`config.mk`:
```
export PLATFORM = sky130hd
export DESIGN_NAME = pushbutton_debounce_array_flat
export DESIGN_NICKNAME = d
export VERILOG_FILES = /design/src/rtl/pushbutton_debounce_array_pkg.sv /design/src/rtl/pushbutton_debounce_array_if.sv /design/src/rtl/pushbutton_debounce_array_debounce_channel.sv /design/src/rtl/pushbutton_debounce_array.sv /design/src/flat_wrapper.sv
export SDC_FILE = /design/constraint.sdc
export NUM_CORES = 1
export LEC_CHECK = 0
export CORE_MARGIN = 2
export CORE_UTILIZATION = 35
export DETAILED_ROUTE_END_ITERATION = 7
export DONT_BUFFER_PORTS = 1
export SLEW_MARGIN = 20
export SYNTH_ARGS = -nofsm -noshare
export SYNTH_HDL_FRONTEND = slang
export SYNTH_SLANG_ARGS = --single-unit
export TNS_END_PERCENT = 5
```
`constraint.sdc`:
```
create_clock -name clk -period 5.7 [get_ports clk]
set_input_delay 0.285 -clock clk [delete_from_list [all_inputs] [get_ports clk]]
set_output_delay 0.285 -clock clk [all_outputs]
set_load 0.01 [all_outputs]
```
`src/rtl/pushbutton_debounce_array_pkg.sv`:
```
// pushbutton_debounce_array_pkg
//   Shared definitions for the multi-channel pushbutton conditioner:
//   - default debounce / repeat timings for the 100 MHz board clock
//   - clog2 helper used to size the per-channel counters
//   - params_legal(): parameter legality check evaluated at elaboration
package pushbutton_debounce_array_pkg;

  localparam int unsigned CLK_HZ                   = 100_000_000;
  localparam int unsigned DEF_CHANNELS             = 5;
  localparam int unsigned DEF_DEBOUNCE_CYCLES      = CLK_HZ / 100; // 10 ms
  localparam int unsigned DEF_REPEAT_DELAY_CYCLES  = CLK_HZ / 2;   // 500 ms
  localparam int unsigned DEF_REPEAT_PERIOD_CYCLES = CLK_HZ / 10;  // 100 ms

  // Smallest r with 2**r >= v (0 for v <= 1).
  function automatic int unsigned clog2(input int unsigned v);
    int unsigned r;
    r = 0;
    while ((64'd1 << r) < 64'(v)) r = r + 1;
    return r;
  endfunction

  function automatic bit params_legal(input int unsigned channels,
                                      input int unsigned debounce_cycles,
                                      input int unsigned repeat_delay_cycles,
                                      input int unsigned repeat_period_cycles);
    return (channels >= 1) && (debounce_cycles >= 2) &&
           (repeat_delay_cycles >= 2) && (repeat_period_cycles >= 2);
  endfunction

endpackage

```
`src/rtl/pushbutton_debounce_array_if.sv`:
```
// pushbutton_debounce_array_if
//   Button bundle between the board pins and the conditioner.
//   btn_in      raw asynchronous button inputs (one bit per channel)
//   btn_level   debounced level, 1 = pressed
//   btn_press   one-cycle pulse on accepted press and on each repeat
//   btn_release one-cycle pulse on accepted release
//   btn_held    1 while a button is held past the repeat delay
//   master: drives btn_in (board / bench side); slave: the conditioner.
interface pushbutton_debounce_array_if #(
  parameter int unsigned CHANNELS = 5
);
  logic [CHANNELS-1:0] btn_in;
  logic [CHANNELS-1:0] btn_level;
  logic [CHANNELS-1:0] btn_press;
  logic [CHANNELS-1:0] btn_release;
  logic [CHANNELS-1:0] btn_held;

  modport master (output btn_in,
                  input  btn_level, btn_press, btn_release, btn_held);
  modport slave  (input  btn_in,
                  output btn_level, btn_press, btn_release, btn_held);
endinterface

```
`src/rtl/pushbutton_debounce_array_debounce_channel.sv`:
```
// debounce_channel
//   One button: 2-FF synchroniser, restartable debounce counter, registered
//   level with press/release pulses, optional hold-to-repeat.
//   clk          system clock
//   rst          asynchronous active-low reset
//   btn_in       raw asynchronous button input
//   btn_level    debounced level (1 = pressed)
//   btn_press    one-cycle pulse on accepted press and on each repeat
//   btn_release  one-cycle pulse on accepted release
//   btn_held     1 while held past REPEAT_DELAY_CYCLES (0 if REPEAT_EN=0)
module debounce_channel
  import pushbutton_debounce_array_pkg::*;
#(
  parameter int unsigned DEBOUNCE_CYCLES      = DEF_DEBOUNCE_CYCLES,
  parameter int unsigned ACTIVE_LOW_IN        = 0,
  parameter int unsigned REPEAT_EN            = 0,
  parameter int unsigned REPEAT_DELAY_CYCLES  = DEF_REPEAT_DELAY_CYCLES,
  parameter int unsigned REPEAT_PERIOD_CYCLES = DEF_REPEAT_PERIOD_CYCLES
) (
  input  logic clk,
  input  logic rst,
  input  logic btn_in,
  output logic btn_level,
  output logic btn_press,
  output logic btn_release,
  output logic btn_held
);

  localparam int unsigned CNT_W = clog2(DEBOUNCE_CYCLES);
  localparam logic [CNT_W-1:0] CNT_LAST = CNT_W'(DEBOUNCE_CYCLES - 1);
  localparam logic INV = (ACTIVE_LOW_IN != 0);

  logic             s1_q, s1_d;
  logic             s2_q, s2_d;
  logic             level_q, level_d;
  logic [CNT_W-1:0] cnt_q, cnt_d;
  logic             press_q, press_d;
  logic             release_q, release_d;
  logic             rep_fire;

  // Synchroniser and debounce: a disagreeing sample must persist for
  // DEBOUNCE_CYCLES consecutive edges; any agreement restarts the count.
  always_comb begin
    s1_d    = btn_in ^ INV;
    s2_d    = s1_q;
    level_d = level_q;
    cnt_d   = '0;
    if (s2_q != level_q) begin
      if (cnt_q == CNT_LAST) level_d = s2_q;
      else                   cnt_d   = cnt_q + 1'b1;
    end
  end

  // Pulses are registered on the same edge that updates the level.
  always_comb begin
    press_d   = (level_d & ~level_q) | rep_fire;
    release_d = level_q & ~level_d;
  end

  always_ff @(posedge clk or negedge rst) begin
    if (!rst) begin
      s1_q      <= 1'b0;
      s2_q      <= 1'b0;
      level_q   <= 1'b0;
      cnt_q     <= '0;
      press_q   <= 1'b0;
      release_q <= 1'b0;
    end else begin
      s1_q      <= s1_d;
      s2_q      <= s2_d;
      level_q   <= level_d;
      cnt_q     <= cnt_d;
      press_q   <= press_d;
      release_q <= release_d;
    end
  end

  if (REPEAT_EN != 0) begin : g_repeat
    localparam int unsigned HC_W = clog2(REPEAT_DELAY_CYCLES + 1);
    localparam int unsigned PH_W = clog2(REPEAT_PERIOD_CYCLES);
    localparam logic [HC_W-1:0] HC_LAST = HC_W'(REPEAT_DELAY_CYCLES - 1);
    localparam logic [HC_W-1:0] HC_SAT  = HC_W'(REPEAT_DELAY_CYCLES);
    localparam logic [PH_W-1:0] PH_LAST = PH_W'(REPEAT_PERIOD_CYCLES - 1);

    logic [HC_W-1:0] hc_q, hc_d;
    logic [PH_W-1:0] ph_q, ph_d;
    logic            held_q, held_d;
    logic            fire;

    // Gating on level_d means the release edge clears everything and can
    // never also fire a repeat.
    always_comb begin
      hc_d   = hc_q;
      ph_d   = ph_q;
      held_d = held_q;
      fire   = 1'b0;
      if (!level_d || !level_q) begin
        hc_d   = '0;
        ph_d   = '0;
        held_d = 1'b0;
      end else if (!held_q) begin
        if (hc_q == HC_LAST) begin
          fire   = 1'b1;
          held_d = 1'b1;
          hc_d   = HC_SAT;
          ph_d   = '0;
        end else begin
          hc_d = hc_q + 1'b1;
        end
      end else if (ph_q == PH_LAST) begin
        fire = 1'b1;
        ph_d = '0;
      end else begin
        ph_d = ph_q + 1'b1;
      end
    end

    always_ff @(posedge clk or negedge rst) begin
      if (!rst) begin
        hc_q   <= '0;
        ph_q   <= '0;
        held_q <= 1'b0;
      end else begin
        hc_q   <= hc_d;
        ph_q   <= ph_d;
        held_q <= held_d;
      end
    end

    assign rep_fire = fire;
    assign btn_held = held_q;
  end else begin : g_no_repeat
    assign rep_fire = 1'b0;
    assign btn_held = 1'b0;
  end

  assign btn_level   = level_q;
  assign btn_press   = press_q;
  assign btn_release = release_q;

endmodule

```
`src/rtl/pushbutton_debounce_array.sv`:
```
// pushbutton_debounce_array
//   CHANNELS independent pushbutton conditioners (synchronise, debounce,
//   press/release pulses, optional hold-to-repeat).
//   clk  system clock (only clock)
//   rst  asynchronous active-low reset
//   bus  pushbutton_debounce_array_if.slave: btn_in in; btn_level,
//        btn_press, btn_release, btn_held out (one bit per channel)
module pushbutton_debounce_array
  import pushbutton_debounce_array_pkg::*;
#(
  parameter int unsigned CHANNELS             = DEF_CHANNELS,
  parameter int unsigned DEBOUNCE_CYCLES      = DEF_DEBOUNCE_CYCLES,
  parameter int unsigned ACTIVE_LOW_IN        = 0,
  parameter int unsigned REPEAT_EN            = 0,
  parameter int unsigned REPEAT_DELAY_CYCLES  = DEF_REPEAT_DELAY_CYCLES,
  parameter int unsigned REPEAT_PERIOD_CYCLES = DEF_REPEAT_PERIOD_CYCLES
) (
  input  logic                         clk,
  input  logic                         rst,
  pushbutton_debounce_array_if.slave   bus
);

  if (!params_legal(CHANNELS, DEBOUNCE_CYCLES,
                    REPEAT_DELAY_CYCLES, REPEAT_PERIOD_CYCLES)) begin : g_param_check
    $error("pushbutton_debounce_array: illegal parameters (CHANNELS>=1, cycle counts >=2)");
  end

  for (genvar g = 0; g < int'(CHANNELS); g++) begin : g_ch
    debounce_channel #(
      .DEBOUNCE_CYCLES      (DEBOUNCE_CYCLES),
      .ACTIVE_LOW_IN        (ACTIVE_LOW_IN),
      .REPEAT_EN            (REPEAT_EN),
      .REPEAT_DELAY_CYCLES  (REPEAT_DELAY_CYCLES),
      .REPEAT_PERIOD_CYCLES (REPEAT_PERIOD_CYCLES)
    ) u_ch (
      .clk         (clk),
      .rst         (rst),
      .btn_in      (bus.btn_in[g]),
      .btn_level   (bus.btn_level[g]),
      .btn_press   (bus.btn_press[g]),
      .btn_release (bus.btn_release[g]),
      .btn_held    (bus.btn_held[g])
    );
  end

endmodule

```
`src/flat_wrapper.sv`:
```
// flat-port wrapper written by rule: the top's interface ports become plain ports
module pushbutton_debounce_array_flat import pushbutton_debounce_array_pkg::*;
#(
  parameter int unsigned CHANNELS             = DEF_CHANNELS,
  parameter int unsigned DEBOUNCE_CYCLES      = DEF_DEBOUNCE_CYCLES,
  parameter int unsigned ACTIVE_LOW_IN        = 0,
  parameter int unsigned REPEAT_EN            = 0,
  parameter int unsigned REPEAT_DELAY_CYCLES  = DEF_REPEAT_DELAY_CYCLES,
  parameter int unsigned REPEAT_PERIOD_CYCLES = DEF_REPEAT_PERIOD_CYCLES
)
  (clk, rst, bus_btn_in, bus_btn_level, bus_btn_press, bus_btn_release, bus_btn_held);
  pushbutton_debounce_array_if #(.CHANNELS(CHANNELS)) bus_i ();
  input  logic clk;
  input  logic rst;
  input wire logic [$bits(bus_i.btn_in)-1:0] bus_btn_in;
  output wire logic [$bits(bus_i.btn_level)-1:0] bus_btn_level;
  output wire logic [$bits(bus_i.btn_press)-1:0] bus_btn_press;
  output wire logic [$bits(bus_i.btn_release)-1:0] bus_btn_release;
  output wire logic [$bits(bus_i.btn_held)-1:0] bus_btn_held;
  assign bus_i.btn_in = bus_btn_in;
  assign bus_btn_level = bus_i.btn_level;
  assign bus_btn_press = bus_i.btn_press;
  assign bus_btn_release = bus_i.btn_release;
  assign bus_btn_held = bus_i.btn_held;
  pushbutton_debounce_array #(.CHANNELS(CHANNELS), .DEBOUNCE_CYCLES(DEBOUNCE_CYCLES), .ACTIVE_LOW_IN(ACTIVE_LOW_IN), .REPEAT_EN(REPEAT_EN), .REPEAT_DELAY_CYCLES(REPEAT_DELAY_CYCLES), .REPEAT_PERIOD_CYCLES(REPEAT_PERIOD_CYCLES)) u_core (.clk(clk), .rst(rst), .bus(bus_i));
endmodule
```
==> results of run 1 <==
==> cell type report <==
type / count / share of cell area (%)
Multi-Input combinational cell: 425 / 39.0
Timing Repair Buffer: 10 / 1.61
Inverter: 9 / 0.495
Clock buffer: 21 / 6.60
Clock inverter: 11 / 2.44
Sequential cell: 125 / 45.8
Tap cell: 220 / 4.03
==> critical path, cell delays in order, from the launching register on <==
cell and delay, ps:
dfrtp_1 390, or4b_1 530, or4_4 540, o31ai_4 640
nor2_1 130
==> metrics by stage <==
stage                     setup slack [ps]  hold slack [ps]  area [sq um]
after CTS                             3320              350          6830
final                                 3320              348          6830
after global placement                3300            -1.88          6110
after floorplan                       3510            -10.6          6010
after detailed placement              3310            -1.90          6120
after global routing                  3140              355          6830
==> how the worst max path moves through the flow <==
stage               cells past startpoint  slack [ps]                                    start                                      end
detailed placement                      4        3310  u_core.g_ch[2].u_ch.cnt_q[15]$_DFF_PN0_  u_core.g_ch[2].u_ch.cnt_q[12]$_DFF_PN0_
floorplan                               4        3510  u_core.g_ch[2].u_ch.cnt_q[15]$_DFF_PN0_  u_core.g_ch[2].u_ch.btn_level$_DFF_PN0_
finish                                  4        3320  u_core.g_ch[2].u_ch.cnt_q[15]$_DFF_PN0_  u_core.g_ch[2].u_ch.cnt_q[12]$_DFF_PN0_
global placement                        4        3300  u_core.g_ch[3].u_ch.cnt_q[17]$_DFF_PN0_   u_core.g_ch[3].u_ch.cnt_q[3]$_DFF_PN0_
CTS                                     4        3320  u_core.g_ch[2].u_ch.cnt_q[15]$_DFF_PN0_  u_core.g_ch[2].u_ch.cnt_q[10]$_DFF_PN0_
global route                            5        3140  u_core.g_ch[4].u_ch.cnt_q[16]$_DFF_PN0_  u_core.g_ch[4].u_ch.cnt_q[10]$_DFF_PN0_
==> Yosys cell counts (13+ instances only) <==
cell type and number:
nor4_1 15, nor2_1 73, dfrtp_1 125, or4_1 15
xor2_1 26, nand2_1 39, o31ai_1 13, nand4_1 23
nand3_1 29, o21ai_0 14, or3_1 19, buf_4 21
xnor2_1 38, a21oi_1 31
==> flip-flops by register name (all words and copies together) (netlist names) <==
signal	flops
u_core.g_ch.u_ch.btn_release	5
u_core.g_ch.u_ch.btn_press	5
u_core.g_ch.u_ch.btn_level	5
u_core.g_ch.u_ch.s1_q	5
u_core.g_ch.u_ch.cnt_q	100
u_core.g_ch.u_ch.s2_q	5
==> report_power, final <==
| part | internal [uW] | switching, uW |
|---|---|---|
| logic | 17.3 | 38.0 |
| registers | 900 | 11.7 |
| clock network | 740 | 378 |
| total | 1660 | 428 |
==> metal layers <==
metal | vias to the layer above | wire length [microns] | share of wire [%]
met2 | 58 | 5160 | 47
li1 | 2087 | - | -
met1 | 2115 | 5190 | 47
met4 | 0 | 200 | 1.8
met3 | 17 | 383 | 3.5
met5 | - | 0 | 0
==> logic make-up after synthesis <==
kind of cell / Yosys count / share of synthesized area, %
other: 1 / 0.0625
adder cells (fa/ha/maj): 5 / 1.04
buffers and inverters: 40 / 3.88
AND/OR/NAND/NOR: 279 / 25.4
AO/OA/AOI/OAI: 67 / 7.13
multiplexers: 5 / 1.00
flip-flops: 125 / 52.1
XOR/XNOR: 64 / 9.34
==> flow_summary.ini, run 1 <==
[logic_synthesis]
syn_inst = 586
syn_area_per_cell_sq_um = 10.2
synth_edf_count = 0
synth_top_area_share_pct = 52.1
yosys.area.top_type = dfrtp_1
ys_async_sr_fraction_pct = 100
synth_seq_area_share_pct = 52.1
synth_top_flop_cell = dfrtp_1
synth_cell_types = 46
yosysWarnings = 0
synth-seq-cells = 125
netlist_area_sq_mm = 0.00600
yosys-top-cells-area = dfrtp_1 (52%), xnor2_1 (5.5%), nor2_1 (4.6%), xor2_1 (3.8%), buf_4 (2.6%)

[clocking]
clkLatencyLatePin_ps = 420
cts_buffers = 17
ctsResizeCount = 0
htree_levels = 4
cts_tree = yes
cts-root-buf = clkbuf_16
clock-sinks = 125
clockBufferDepth = 2
cts_setup_buffers = 0
postCtsHoldBufs = 7
clkTransAtPathRegs_ps = 50

[floorplanning]
rows = 47
die_w_microns = 135
coreArea_sq_mm = 0.0166
ioPinCount = 27
die_area_sq_mm = 0.0182
dieHeight_microns = 135
start_util_pct = 36.0

[final_layout]
utilization_pct = 41.0
mostFrequentLayoutCells = dfrtp_1 (125), nor2_1 (73), nand2_1 (39)
n_fill_cell = 1598
final_cell_count_no_fill = 821
final_common_cell = dfrtp_1
diodes = 0
area_growth_pct = 13.8
nNetsFinal = 600
multiInputGateArea_sq_mm = 0.00266
drive_gt1_share_pct = 8.82
ff_latch_area_sq_mm = 0.00313

[min_path]
hold_class = reg -> reg
whs_endpoint = u_core.g_ch[0].u_ch.s2_q$_DFF_PN0_
hp-start = u_core.g_ch[0].u_ch.s1_q$_DFF_PN0_
hold_depth = 0

[timing]
min_period_ps = 2380
fin_crit_sh_pct = 41.8
max_slew_margin_pct = 49.1
setup_tns_ps = 0
skew_ps = 6.93
finalHoldViolations = 0
fmaxAchievable_mhz = 420
rsz0062_at_grt = no
slew_violations = 0
worst_pin_slew_ps = 759
finalSetupViolCount = 0

[critical_path]
cp_data_required_time_ps = 5960
startpoint_type = flip-flop
path_max_fanout = 19
r2r_slack_ps = 3320
worst_r2r_endpoint = u_core.g_ch[2].u_ch.cnt_q[12]$_DFF_PN0_
ff2ff_path_depth = 4
end_kind = flip-flop
critPathKind = reg -> reg
reg2reg_from = u_core.g_ch[2].u_ch.cnt_q[15]$_DFF_PN0_
arrival_ps = 2640

[global_route]
grtUsageMet3_pct = 4.02
grt_util_met1_pct = 16.5
grt-busiest-layer = met2
met2_usage_pct = 20.8
overflow = 0
grt_first_pass_wirelength_microns = 19200
grt_start_max_net_pins = 126
grt_usage_pct = 13.1
antenna_found_initial = 0
grt_pass1_vias = 4256

[detailed_routing]
vias_per_cell = 5.21
vias = 4277
wirelength_microns = 10900
dr.first_iter.drc_count = 185
wl_per_cell_microns = 13.3
drc = 0
drtAntennaViolNets = 0
drt_first_pass_iters = 6

[pwr]
leakagePower_uw = 0.00266
p_per_area_mw_per_mm2 = 306
ir_drop_mv = 0.201
total_power_uw = 2090

[place]
io_buffers = 0
dp_cells = 782
place.gp.congestion = 0.822
hpwl_microns = 7190

[run_status]
status = finished clean

[run]
drv_cap = 0
No activity file was read; power rests on OpenSTA's default activity.
==> run 2: changes to the inputs <==
- clock period: 5.7 -> 2.25 ns (I/O delays scaled with it)
==> run 2 against run 1 <==
  * Die area did not move
  * The flow now finishes with violations (hold timing)
  * Critical endpoint is now u_core.g_ch[2].u_ch.btn_level$_DFF_PN0_
  * Sequential power rose to 2.5 times the previous value
  * Highest routed layer unchanged
  * Critical path type unchanged
  * Routed wire length rose by 4.1%
  * Clock skew fell by 1.5 ps
  * Via count rose by 1.3%
  * Maximum frequency rose by 8.7%
  * Non-clock buffer count rose by 12
  * Largest cell class unchanged
  * Global-route usage rose by 0.82 points
==> flow_summary.ini, run 2 (synthesized netlist as in run 1, its figures left out) <==
[run_status]
status = finished, violations left
failed_checks = hold timing

[final_layout]
diodes = 0
largest_register = u_core.g_ch.u_ch.cnt_q
largest_reg_flops = 100
area_growth_pct = 14.3
nNetsFinal = 612
final_cell_area_sq_mm = 0.00686
final_common_cell = dfrtp_1
mostFrequentLayoutCells = dfrtp_1 (125), nor2_1 (73), nand2_1 (39)
drive_gt1_share_pct = 11.3

[clocking]
cts-root-buf = clkbuf_16
clockBufferDepth = 2
htree_levels = 4
cts_tree = yes
cts_setup_buffers = 0
ctsResizeCount = 0
cts_buffers = 17
clkLatencyLatePin_ps = 410
clkTransAtPathRegs_ps = 60
postCtsHoldBufs = 5
clock-sinks = 125

[pwr]
power_frac_clock_pct = 52.7
seqPwrFrac_pct = 45.4
ir_drop_mv = 0.590
p_per_area_mw_per_mm2 = 743
power.internal_uw = 3970
leakagePower_uw = 0.00270
power_switching_uw = 1130
switching_share_pct = 22.1
power_frac_comb_pct = 1.9

[critical_path]
reg2reg_from = u_core.g_ch[2].u_ch.cnt_q[15]$_DFF_PN0_
path_max_fanout = 4
r2r_slack_ps = 60
ff2ff_path_depth = 4
worst_r2r_endpoint = u_core.g_ch[2].u_ch.btn_level$_DFF_PN0_
end_kind = flip-flop
cpPeakStageDelay_ps = 520
startpoint_type = flip-flop
critPathKind = reg -> reg
crit_chain = or4b_1 > or4_4 > or3_4 > mux2_4
crit_slowest_cell = or4b_1
cp_data_required_time_ps = 2550
arrival_ps = 2490

[place]
place.gp.congestion = 0.824
placed_cell_area_sq_mm = 0.00622
io_buffers = 0
hpwl_microns = 7630

[detailed_routing]
drtAntennaViolNets = 0
drt_first_pass_iters = 6
drc = 0
wirelength_microns = 11400
vias = 4331
dr.first_iter.drc_count = 229
wl_per_cell_microns = 13.7
vias_per_cell = 5.20

[timing]
rsz0062_at_grt = no
skew_ps = 5.47
finalHoldViolations = 125
worst_pin_slew_ps = 494
slew_violations = 0
fin_crit_sh_pct = 97.4
whs_ps = -604
min_period_ps = 2190
setup_tns_ps = 0
finalSetupViolCount = 0
max_slew_margin_pct = 66.8
fmaxAchievable_mhz = 456

[global_route]
grt_first_pass_wirelength_microns = 20400
grt_pass1_vias = 4465
grt-busiest-layer = met2
met2_usage_pct = 22.6
grt_util_met1_pct = 17.3
grt_start_max_net_pins = 126
overflow = 0
grtUsageMet3_pct = 4.13
antenna_found_initial = 0
grt_usage_pct = 13.9

[run]
drv_cap = 0

[floorplanning]
die_w_microns = 135
ioPinCount = 27
rows = 47
coreArea_sq_mm = 0.0166
dieHeight_microns = 135
die_area_sq_mm = 0.0182
start_util_pct = 36.0

[min_path]
hold_class = in -> async
## run 2: cell count changes in the layout (fill, tap and decap cells not counted), moves of 2 or more
cell       before  now
bufinv_16       4    2
clkinv_4        1    3
buf_4           3   17
inv_6           0    5
clkbuf_1        3    0
## run 2: worst max-delay path, delay by kind of cell, from the launching register on
| kind | cells | cell delay, ps |
|---|---|---|
| muxes | 1 | 300 |
| and+or+nand+nor | 3 | 1400 |
| DFF | 1 | 370 |
## run 2: layer usage
metal  wire, microns  part of all wire, %
met2            5520                   48
met5               0                    0
met1            5300                   47
met3             358                  3.1
met4             203                  1.8
## run 2: cell type report
type	instances	area, sq um
clock inverter	15	163
fill	1602	9790
timing repair buffer	22	178
tap	220	275
multi-input combinational	425	2650
inverter	9	33.8
sequential	125	3130
clock buffer	17	425
## run 2: power groups by stage
stage / Sequential, uW / Clock [uW] / Combinational [uW]
after CTS: 2310 / 2750 / 100
after floorplan: 2340 / 0 / 73.7
after global routing: 2310 / 2860 / 111
after global placement: 2350 / 0 / 91.6
final: 2310 / 2690 / 98.3
after detailed placement: 2350 / 0 / 92.0
## run 2: worst max path at each step
stage                                                  startpoint  slack, ps                                 endpoint
after floorplan           u_core.g_ch[2].u_ch.cnt_q[15]$_DFF_PN0_         60  u_core.g_ch[2].u_ch.btn_level$_DFF_PN0_
after global placement    u_core.g_ch[2].u_ch.cnt_q[15]$_DFF_PN0_         70  u_core.g_ch[2].u_ch.btn_level$_DFF_PN0_
after detailed placement  u_core.g_ch[2].u_ch.cnt_q[15]$_DFF_PN0_         70  u_core.g_ch[2].u_ch.btn_level$_DFF_PN0_
after CTS                 u_core.g_ch[2].u_ch.cnt_q[15]$_DFF_PN0_         50  u_core.g_ch[2].u_ch.btn_level$_DFF_PN0_
after global routing      u_core.g_ch[2].u_ch.cnt_q[15]$_DFF_PN0_         10  u_core.g_ch[2].u_ch.btn_level$_DFF_PN0_
final                     u_core.g_ch[2].u_ch.cnt_q[15]$_DFF_PN0_         60  u_core.g_ch[2].u_ch.btn_level$_DFF_PN0_
## run 2: per-stage QoR
step / total power [uW] / instances / setup slack (ps) / utilization [%] / hold slack, ps
floorplan: 2420 / 590 / 61.3 / - / -183
global placement: 2440 / 796 / 69.7 / 37.4 / -175
detailed placement: 2440 / 796 / 66.5 / 37.4 / -178
CTS: 5160 / 833 / 53.7 / 41.2 / -627
global route: 5280 / 833 / 11.4 / 41.2 / -634
finish: 5090 / 833 / 58.4 / 41.2 / -604
==> run 3: changes to the inputs <==
- clock period: 2.25 -> 2.5 ns (I/O delays scaled with it)
==> run 3 against run 2 <==
  * The flow still finishes with violations (hold timing)
  * Sequential share of layout area unchanged
  * Setup slack gained 180 ps
  * Largest cell class unchanged
  * Clock power about the same
  * Final cell count decreased by 0.96%
  * Global-route usage shrank 0.87 points
  * Die area did not move
  * Highest routed layer unchanged
==> flow_summary.ini, run 3 (synthesized netlist as in run 1, its figures left out) <==
[final_layout]
largest_register = u_core.g_ch.u_ch.cnt_q
multiInputGateArea_sq_mm = 0.00265
utilization_pct = 41.2
final_cell_count_no_fill = 825
final_common_cell = dfrtp_1
n_fill_cell = 1587
nNetsFinal = 604
drive_gt1_share_pct = 10.1
diodes = 0
mostFrequentLayoutCells = dfrtp_1 (125), nor2_1 (73), nand2_1 (39)
final_cell_area_sq_mm = 0.00686
largest_reg_flops = 100
ff_latch_area_sq_mm = 0.00313
area_growth_pct = 14.3

[critical_path]
crit_start = u_core.g_ch[2].u_ch.cnt_q[15]$_DFF_PN0_
arrival_ps = 2560
cp_data_required_time_ps = 2800
critPathKind = reg -> reg
startpoint_type = flip-flop
ff2ff_path_depth = 4
path_max_fanout = 4
reg2reg_from = u_core.g_ch[2].u_ch.cnt_q[15]$_DFF_PN0_
crit_chain = or4b_1 > or4_4 > or3_4 > mux2_4
crit_slowest_cell = or4_4
worst_r2r_endpoint = u_core.g_ch[2].u_ch.btn_level$_DFF_PN0_
end_kind = flip-flop
r2r_slack_ps = 240
cpPeakStageDelay_ps = 550

[floorplanning]
die_area_sq_mm = 0.0182
dieHeight_microns = 135
rows = 47
coreArea_sq_mm = 0.0166
die_w_microns = 135
start_util_pct = 36.0
ioPinCount = 27

[detailed_routing]
drt_first_pass_iters = 6
drc = 0
wirelength_microns = 11100
dr.first_iter.drc_count = 212
vias = 4285
drtAntennaViolNets = 0
vias_per_cell = 5.19
wl_per_cell_microns = 13.4

[timing]
min_period_ps = 2260
setup_tns_ps = 0
fin_crit_sh_pct = 90.3
finalHoldViolations = 125
slew_violations = 0
rsz0062_at_grt = no
skew_ps = 6.94
fmaxAchievable_mhz = 443
whs_ps = -588
layout_setup_ws_ps = 243
finalSetupViolCount = 0

[clocking]
cts_buffers = 17
cts_setup_buffers = 0
cts-root-buf = clkbuf_16
clkLatencyLatePin_ps = 410
postCtsHoldBufs = 5
htree_levels = 4
clock-sinks = 125
clkTransAtPathRegs_ps = 60
ctsResizeCount = 0
cts_tree = yes
clockBufferDepth = 2

[place]
dp_cells = 788
hpwl_microns = 7270
place_ws_ps = 238
placed_cell_area_sq_mm = 0.00616
io_buffers = 0
place.gp.congestion = 0.819

[global_route]
grt_usage_pct = 13.0
grt_util_met1_pct = 16.6
overflow = 0
grt-busiest-layer = met2
met2_usage_pct = 20.5
antenna_found_initial = 0
grt_start_max_net_pins = 126
grt_pass1_vias = 4170
grt_first_pass_wirelength_microns = 19100
grtUsageMet3_pct = 3.57

[min_path]
hold_class = in -> async

[run_status]
failed_checks = hold timing
status = finished, violations left

[pwr]
ir_drop_mv = 0.459
p_per_area_mw_per_mm2 = 704
leakagePower_uw = 0.00269

[run]
drv_cap = 0
[run 3: cell count changes in the layout (fill, tap and decap cells not counted), sizes merged]
cell | previous run | this run
clkinvlp | 3 | 4
inv | 14 | 12
clkinv | 5 | 1
buf | 17 | 9
clkbuf | 17 | 20
bufinv | 2 | 4
[run 3: layout make-up]
| type | count | area share [%] |
|---|---|---|
| clock buffers | 20 | 6.81 |
| clock inverters | 12 | 2.65 |
| flip-flops and latches | 125 | 45.6 |
| multi-input cells | 425 | 38.7 |
| repair buffers | 14 | 1.72 |
| inverters | 9 | 0.493 |
| well taps | 220 | 4.01 |
[run 3: how the worst max path moves through the flow]
| stage | to | slack (ps) | depth (start not counted) |
|---|---|---|---|
| final | u_core.g_ch[2].u_ch.btn_level$_DFF_PN0_ | 240 | 4 |
| after detailed placement | u_core.g_ch[2].u_ch.btn_level$_DFF_PN0_ | 240 | 4 |
| after global placement | u_core.g_ch[2].u_ch.btn_level$_DFF_PN0_ | 270 | 4 |
| after global routing | u_core.g_ch[2].u_ch.btn_level$_DFF_PN0_ | 180 | 4 |
| after floorplan | u_core.g_ch[2].u_ch.btn_level$_DFF_PN0_ | 310 | 4 |
| after CTS | u_core.g_ch[2].u_ch.btn_level$_DFF_PN0_ | 240 | 4 |
[run 3: worst max-delay path: cells and delay by family, from the launching register on]
family / cells / cell delay, ps
and+or+nand+nor: 3 / 1450
DFF: 1 / 400
muxes: 1 / 310
[run 3: where the power goes]
| part | switching [uW] | internal (uW) | leakage [uW] |
|---|---|---|---|
| clock network | 907 | 1750 | 0.000306 |
| registers | 26.9 | 2050 | 0.00171 |
| logic | 51.5 | 38.0 | 0.000669 |
[run 3: per-stage QoR]
stage	hold WS, ps	power, uW
5_1_grt	-620	5000
3_3_place_gp	-163	2190
3_5_place_dp	-163	2200
6_report	-588	4830
4_1_cts	-606	4890
2_1_floorplan	-171	2170
[run 3: routing by layer]
metal	share of wire, %	routed length (microns)	vias up
met1	47	5230	2099
li1	-	-	2095
met2	47	5260	76
met4	1.9	210	0
met3	3.6	398	15
met5	0	0	-
